**src/rtl/writeback_if.sv**
```systemverilog
// Execute-to-writeback handoff plus the data-memory request/response bus.
// The slave modport is the writeback stage; master is execute + memory.
interface writeback_if;
  logic        in_valid;
  logic        in_ready;
  logic [31:0] wb_result;
  logic        wb_alu_to_reg;
  logic        wb_mem_to_reg;
  logic        wb_mem_write;
  logic [4:0]  wb_dest_reg_sel;
  logic [2:0]  wb_alu_operation;
  logic [31:0] ld_address;
  logic [31:0] wb_write_address;
  logic [3:0]  wb_write_byte;
  logic [31:0] wb_write_data;
  logic        dmem_req;
  logic        dmem_we;
  logic [31:0] dmem_addr;
  logic [3:0]  dmem_wstrb;
  logic [31:0] dmem_wdata;
  logic        dmem_ack;
  logic [31:0] dmem_rdata;

  modport slave (
    input  in_valid, wb_result, wb_alu_to_reg, wb_mem_to_reg, wb_mem_write,
           wb_dest_reg_sel, wb_alu_operation, ld_address,
           wb_write_address, wb_write_byte, wb_write_data,
           dmem_ack, dmem_rdata,
    output in_ready, dmem_req, dmem_we, dmem_addr, dmem_wstrb, dmem_wdata
  );

  modport master (
    output in_valid, wb_result, wb_alu_to_reg, wb_mem_to_reg, wb_mem_write,
           wb_dest_reg_sel, wb_alu_operation, ld_address,
           wb_write_address, wb_write_byte, wb_write_data,
           dmem_ack, dmem_rdata,
    input  in_ready, dmem_req, dmem_we, dmem_addr, dmem_wstrb, dmem_wdata
  );
endinterface

```
**src/rtl/writeback.sv**
```systemverilog
// Writeback stage: ALU results, load alignment and store issue to data memory.
// Define WB_INSTRET_EN to build the retired-instruction counter.
module writeback (
  input  logic        clk,
  input  logic        reset,
  writeback_if.slave  bus,
  output logic        rf_we,
  output logic [4:0]  rf_waddr,
  output logic [31:0] rf_wdata,
  output logic        misalign_err,
  output logic [31:0] instret
);
  typedef enum logic [1:0] {IDLE, LOAD_WAIT, STORE_WAIT} state_t;
  state_t state, state_nx;

  logic        accept, is_store, is_load, ld_misal;
  logic        req_q, we_q;
  logic [31:0] addr_q, wdata_q;
  logic [3:0]  wstrb_q;
  logic [4:0]  ld_dest;
  logic [2:0]  ld_f3;
  logic [1:0]  ld_off;
  logic [31:0] ld_data;
  logic        ld_ok;
  logic [7:0]  ld_byte;
  logic [15:0] ld_half;
  logic        unused_addr_lsb;

  assign bus.in_ready   = (state == IDLE);
  assign bus.dmem_req   = req_q;
  assign bus.dmem_we    = we_q;
  assign bus.dmem_addr  = addr_q;
  assign bus.dmem_wstrb = wstrb_q;
  assign bus.dmem_wdata = wdata_q;
  assign unused_addr_lsb = ^bus.wb_write_address[1:0];

  assign accept   = bus.in_valid && (state == IDLE);
  assign is_store = bus.wb_mem_write;
  assign is_load  = !bus.wb_mem_write && bus.wb_mem_to_reg;

  always_comb begin
    ld_misal = 1'b0;
    case (bus.wb_alu_operation)
      3'd2:       ld_misal = (bus.ld_address[1:0] != 2'd0);
      3'd1, 3'd5: ld_misal = (bus.ld_address[1:0] == 2'd3);
      default:    ld_misal = 1'b0;
    endcase
  end

  always_comb begin
    state_nx = state;
    case (state)
      IDLE:
        if (accept) begin
          if (is_store)                 state_nx = STORE_WAIT;
          else if (is_load && !ld_misal) state_nx = LOAD_WAIT;
        end
      LOAD_WAIT:  if (bus.dmem_ack) state_nx = IDLE;
      STORE_WAIT: if (bus.dmem_ack) state_nx = IDLE;
      default:    state_nx = IDLE;
    endcase
  end

  // Lane select uses the offset latched at issue, not the live address.
  always_comb begin
    ld_byte = bus.dmem_rdata[{ld_off, 3'b000} +: 8];
    ld_half = ld_off[1] ? bus.dmem_rdata[31:16] : bus.dmem_rdata[15:0];
    ld_ok   = 1'b1;
    ld_data = '0;
    case (ld_f3)
      3'd0:    ld_data = {{24{ld_byte[7]}}, ld_byte};
      3'd4:    ld_data = {24'd0, ld_byte};
      3'd1:    ld_data = {{16{ld_half[15]}}, ld_half};
      3'd5:    ld_data = {16'd0, ld_half};
      3'd2:    ld_data = bus.dmem_rdata;
      default: ld_ok   = 1'b0;
    endcase
  end

  always_ff @(posedge clk) begin
    if (reset) begin
      state        <= IDLE;
      req_q        <= 1'b0;
      we_q         <= 1'b0;
      addr_q       <= '0;
      wstrb_q      <= '0;
      wdata_q      <= '0;
      rf_we        <= 1'b0;
      rf_waddr     <= '0;
      rf_wdata     <= '0;
      misalign_err <= 1'b0;
      ld_dest      <= '0;
      ld_f3        <= '0;
      ld_off       <= '0;
    end else begin
      state        <= state_nx;
      rf_we        <= 1'b0;
      misalign_err <= 1'b0;
      if (accept) begin
        if (is_store) begin
          req_q   <= 1'b1;
          we_q    <= 1'b1;
          addr_q  <= {bus.wb_write_address[31:2], 2'b00};
          wstrb_q <= bus.wb_write_byte;
          wdata_q <= bus.wb_write_data;
        end else if (is_load) begin
          if (ld_misal) begin
            misalign_err <= 1'b1;
          end else begin
            req_q   <= 1'b1;
            we_q    <= 1'b0;
            addr_q  <= {bus.ld_address[31:2], 2'b00};
            ld_dest <= bus.wb_dest_reg_sel;
            ld_f3   <= bus.wb_alu_operation;
            ld_off  <= bus.ld_address[1:0];
          end
        end else begin
          rf_we    <= bus.wb_alu_to_reg && (bus.wb_dest_reg_sel != 5'd0);
          rf_waddr <= bus.wb_dest_reg_sel;
          rf_wdata <= bus.wb_result;
        end
      end
      if (state == LOAD_WAIT && bus.dmem_ack) begin
        req_q <= 1'b0;
        if (ld_ok) begin
          rf_we    <= (ld_dest != 5'd0);
          rf_waddr <= ld_dest;
          rf_wdata <= ld_data;
        end
      end
      if (state == STORE_WAIT && bus.dmem_ack) req_q <= 1'b0;
    end
  end

`ifdef WB_INSTRET_EN
  logic        retire;
  logic [31:0] instret_q;
  // Misaligned loads are accepted but never retire.
  assign retire = (accept && !is_store && !is_load) ||
                  (state != IDLE && bus.dmem_ack);
  always_ff @(posedge clk) begin
    if (reset)       instret_q <= '0;
    else if (retire) instret_q <= instret_q + 32'd1;
  end
  assign instret = instret_q;
`else
  assign instret = '0;
`endif
endmodule

```
**src/flat_wrapper.sv**
```systemverilog
// flat-port wrapper written by rule: the top's interface ports become plain ports
module writeback_flat 
  (clk, reset, rf_we, rf_waddr, rf_wdata, misalign_err, instret, bus_in_valid, bus_wb_result, bus_wb_alu_to_reg, bus_wb_mem_to_reg, bus_wb_mem_write, bus_wb_dest_reg_sel, bus_wb_alu_operation, bus_ld_address, bus_wb_write_address, bus_wb_write_byte, bus_wb_write_data, bus_dmem_ack, bus_dmem_rdata, bus_in_ready, bus_dmem_req, bus_dmem_we, bus_dmem_addr, bus_dmem_wstrb, bus_dmem_wdata);
  writeback_if bus_i ();
  input  logic clk;
  input  logic reset;
  output logic rf_we;
  output logic [4:0] rf_waddr;
  output logic [31:0] rf_wdata;
  output logic misalign_err;
  output logic [31:0] instret;
  input wire logic [$bits(bus_i.in_valid)-1:0] bus_in_valid;
  input wire logic [$bits(bus_i.wb_result)-1:0] bus_wb_result;
  input wire logic [$bits(bus_i.wb_alu_to_reg)-1:0] bus_wb_alu_to_reg;
  input wire logic [$bits(bus_i.wb_mem_to_reg)-1:0] bus_wb_mem_to_reg;
  input wire logic [$bits(bus_i.wb_mem_write)-1:0] bus_wb_mem_write;
  input wire logic [$bits(bus_i.wb_dest_reg_sel)-1:0] bus_wb_dest_reg_sel;
  input wire logic [$bits(bus_i.wb_alu_operation)-1:0] bus_wb_alu_operation;
  input wire logic [$bits(bus_i.ld_address)-1:0] bus_ld_address;
  input wire logic [$bits(bus_i.wb_write_address)-1:0] bus_wb_write_address;
  input wire logic [$bits(bus_i.wb_write_byte)-1:0] bus_wb_write_byte;
  input wire logic [$bits(bus_i.wb_write_data)-1:0] bus_wb_write_data;
  input wire logic [$bits(bus_i.dmem_ack)-1:0] bus_dmem_ack;
  input wire logic [$bits(bus_i.dmem_rdata)-1:0] bus_dmem_rdata;
  output wire logic [$bits(bus_i.in_ready)-1:0] bus_in_ready;
  output wire logic [$bits(bus_i.dmem_req)-1:0] bus_dmem_req;
  output wire logic [$bits(bus_i.dmem_we)-1:0] bus_dmem_we;
  output wire logic [$bits(bus_i.dmem_addr)-1:0] bus_dmem_addr;
  output wire logic [$bits(bus_i.dmem_wstrb)-1:0] bus_dmem_wstrb;
  output wire logic [$bits(bus_i.dmem_wdata)-1:0] bus_dmem_wdata;
  assign bus_i.in_valid = bus_in_valid;
  assign bus_i.wb_result = bus_wb_result;
  assign bus_i.wb_alu_to_reg = bus_wb_alu_to_reg;
  assign bus_i.wb_mem_to_reg = bus_wb_mem_to_reg;
  assign bus_i.wb_mem_write = bus_wb_mem_write;
  assign bus_i.wb_dest_reg_sel = bus_wb_dest_reg_sel;
  assign bus_i.wb_alu_operation = bus_wb_alu_operation;
  assign bus_i.ld_address = bus_ld_address;
  assign bus_i.wb_write_address = bus_wb_write_address;
  assign bus_i.wb_write_byte = bus_wb_write_byte;
  assign bus_i.wb_write_data = bus_wb_write_data;
  assign bus_i.dmem_ack = bus_dmem_ack;
  assign bus_i.dmem_rdata = bus_dmem_rdata;
  assign bus_in_ready = bus_i.in_ready;
  assign bus_dmem_req = bus_i.dmem_req;
  assign bus_dmem_we = bus_i.dmem_we;
  assign bus_dmem_addr = bus_i.dmem_addr;
  assign bus_dmem_wstrb = bus_i.dmem_wstrb;
  assign bus_dmem_wdata = bus_i.dmem_wdata;
  writeback u_core (.clk(clk), .reset(reset), .bus(bus_i), .rf_we(rf_we), .rf_waddr(rf_waddr), .rf_wdata(rf_wdata), .misalign_err(misalign_err), .instret(instret));
endmodule
```
**config.mk**
```make
export PLATFORM = sky130hd
export DESIGN_NAME = writeback_flat
export DESIGN_NICKNAME = d
export VERILOG_FILES = /design/src/rtl/writeback_if.sv /design/src/rtl/writeback.sv /design/src/flat_wrapper.sv
export SDC_FILE = /design/constraint.sdc
export NUM_CORES = 1
export LEC_CHECK = 0
export BUFFER_PORTS_ARGS = -buffer_cell sky130_fd_sc_hd__buf_2
export CAP_MARGIN = 30
export CORE_MARGIN = 8
export CORE_UTILIZATION = 48
export DETAILED_ROUTE_END_ITERATION = 10
export PLACE_DENSITY_LB_ADDON = 0.1
export SLEW_MARGIN = 30
export SYNTH_ARGS = -nofsm -noshare
export SYNTH_HDL_FRONTEND = slang
export SYNTH_SLANG_ARGS = --single-unit
```
**constraint.sdc**
```tcl
create_clock -name clk -period 6.35 [get_ports clk]
set_clock_uncertainty 0.15 [all_clocks]
set_input_delay 0.3175 -clock clk [delete_from_list [all_inputs] [get_ports clk]]
set_output_delay 0.3175 -clock clk [all_outputs]
set_load 0.05 [all_outputs]
```
==> metrics.md <==
| Metric | Value |
|---|---|
| PortBufs | between 200 and 300 |
| Tot Pwr | 2.479 mW |
| Row count | 40 |
| Core Box Area | ~12,000 um2 |
| WL final | approximately 20,000 um |
| Worst Path Required | approximately 6.4 ns |
| Fin Setup TNS | 0 ns |
| CTS root buf | clkbuf_16 |
| Post-synth EDFFs | 0 |
| Starting DRT DRC Count | approximately 510 |
| Type of origin of the critical path | flop |
| H-Tree Depth | 4 |
| Minimum clock period | 2.623 ns |
| Flops & latches, synth | 119 |
| Placer Congestion | roughly 0.86 |
| Vias in the first global route | just over 6k |
| Critical Path End Type | flop |
| Total Die Area | roughly 16,000 um2 |
| Syn avg cell area | just over 9 um2 |
| Placement Setup Slack | ~3.8 ns |
| Post-synthesis cell type count | 41 |
| Final nets | approximately 1.1k |
| Setup ws final | approximately 3.7 ns |
| Reg area | 2382 um2 |
| Final Util | between 60% and 70% |
| Critical path cell sequence | mux4_2 > and3b_1 > nor3_4 > a221oi_1 |
| # IOs | around 320 |
| Largest net degree at the start of global routing | 118 |
| Vias per inst | between 5 and 6 |
| Placed cells | 1,008 |
| CTS Buf Count | 17 |
| Most used DFF post-synth | dfxtp_1 |
| Mapped Cells | 630 |
| Clk slew on worst S/H paths | approximately 0.050 ns |
| Pwr dens | just over 300 nW/um2 |
| # DRC | 0 |
| Final std cells w/o fill | roughly 1.1k |
| Hold WS | 0.03224 ns |
| Area of the multi-input gates | between 2000 and 3000 um2 |
| Fin crit share | a little over 40% |
| Area added between synthesis and finish | 40.73% |
| Final setup viols | 0 |
| Max IR drop VDD | 0.1825 mV |
| Layout cell share with drive strength beyond 1 | a little over a third |
| CTS tree | built |
| Worst-Skew Late Latency | slightly above 0.4 ns |
| Commonest cells after routing, fill and taps aside | 283 x buf_2, 119 x dfxtp_1, 112 x nand2_1 |
| Initial Util | roughly half |
| Worst path max stage delay | around 0.73 ns |
| CP max-delay cell | dfxtp_1 |
| Setup Buffers After CTS | 0 |
| Hpwl dp | between 10,000 and 15,000 um |
| Finished Cell Area | 8041 um2 |
| Dpl cell area | around 7000 um2 |
| F_max | 381.2 MHz |
| Crit path DAT | approximately 2.7 ns |
| Leading cell type in the layout, fill and taps excluded | buf_2 |
| Async S/R FF share, synth | 0% |
| Status | finished, final reports clean |
| Max FO, Critical Path | 16 |
| Via count | 5,993 |
| Unrepaired setup endpoints after global routing | false |
| # fillers | 942 |
| Die width | 125.1 um |
| CTS Sinks | about 120 |
| Final Hold Fails | 0 |
| Hold Crit Class | in -> reg |
| Max-slew violations | 0 |
| Routed Antenna Nets | 0 |
| Static Leak | 3.858 nW |
| Synthesized area | between 5000 and 6000 um2 |
| Clk buf depth | 2 |
| Grt total ovfl | 0 |
| Slew HR | between 30% and 40% |
| Slew @ Worst Pin | roughly 0.98 ns |
| Detailed-router iteration count before antenna repair | 4 |
| Die extent in y | between 100 and 150 um |
| CP Class | reg -> reg |
| Post-synthesis sequential area ratio | approximately two fifths |
| First-pass GRT wire length | about 31,000 um |
| Initial antenna violation count | 2 |
| Wire per inst | about 18 um |
| Synth Warn # | 0 |
| Total Routing Usage GR | approximately a quarter |
| Total of max-cap violations | 0 |
## power by group
| part | internal (mW) | switching (mW) | leakage, nW |
|---|---|---|---|
| clock network | 0.687 | 0.337 | 0.322 |
| registers | 0.808 | 0.0317 | 0.974 |
| logic | 0.181 | 0.436 | 2.56 |
| total | 1.68 | 0.804 | 3.86 |
## critical path: cells and delay by family (launching register included)
family           cells  cell delay [ns]
AO/OA/AOI/OAI        1             0.17
flip-flops           1             0.73
multiplexers         1             0.61
AND/OR/NAND/NOR      2             0.79
## layout make-up
cell class,count,share of cell area (%)
multi-input cells,447,36.86
diodes,1,0.03112
repair buffers,326,23.04
inverters,5,0.2334
well taps,147,2.287
flip-flops and latches,119,29.62
clock inverters,8,1.431
clock buffers,24,6.488
## registers in the layout, indices dropped and copies added (netlist names)
signal / cells
u_core.bus.dmem_wdata: 32
u_core.rf_wdata: 32
u_core.bus.dmem_addr: 30
u_core.ld_dest: 5
u_core.rf_waddr: 5
u_core.bus.dmem_wstrb: 4
u_core.ld_f3: 3
u_core.ld_off: 2
u_core.state: 2
u_core.bus.dmem_req: 1
u_core.bus.dmem_we: 1
u_core.misalign_err: 1
u_core.rf_we: 1
## cell usage after synthesis, types with 4 or more instances
master | number | share of area [%]
a221oi_1 | 38 | 5.8
o21ai_0 | 14 | 1.2
a21oi_1 | 51 | 4.5
nor2_1 | 12 | 0.79
a22oi_1 | 7 | 0.92
buf_4 | 36 | 4.7
nand2_1 | 112 | 7.4
nand3_1 | 12 | 1.1
a211oi_1 | 61 | 8.0
clkbuf_1 | 43 | 2.8
mux4_2 | 8 | 3.2
buf_1 | 4 | 0.26
inv_1 | 5 | 0.33
a311oi_1 | 6 | 0.92
dfxtp_1 | 119 | 42
buf_2 | 8 | 0.70
mux2i_1 | 63 | 11
## cells by family after synthesis
group	Yosys count	share of synthesized area [%]
multiplexers	71	14.19
flip-flops	119	41.69
buffers and inverters	97	9.043
AND/OR/NAND/NOR	151	11.36
other	1	0.06563
adder cells (fa/ha/maj)	3	0.6570
AO/OA/AOI/OAI	188	22.99
## final timing paths
check / cells past startpoint / endpoint / from / slack [ns]
min: 3 / u_core.ld_dest[3]$_SDFFE_PP0P_ / bus_wb_dest_reg_sel[3] / 0.03
max reg2reg: 4 / u_core.rf_wdata[31]$_SDFF_PP0_ / u_core.ld_off[1]$_SDFFE_PP0P_ / 3.73
min reg2reg: 2 / u_core.bus.dmem_wdata[23]$_SDFFE_PP0P_ / u_core.bus.dmem_wdata[23]$_SDFFE_PP0P_ / 0.30
max: 4 / u_core.rf_wdata[31]$_SDFF_PP0_ / u_core.ld_off[1]$_SDFFE_PP0P_ / 3.73
## per-layer routing
layer	track usage [%]	routed length (um)	vias up
met5	0	12	-
met4	13.18	830	2
met3	10.11	1764	54
met2	40.88	9551	290
met1	26.16	7698	2808
li1	-	-	2839
## timing repair
item                                   in CTS  in global routing
hold buffers                               36                  0
gates resized for setup                     0                  0
endpoints found under the hold margin      36                  0
Note: power is estimated with default switching activity, not from simulation.
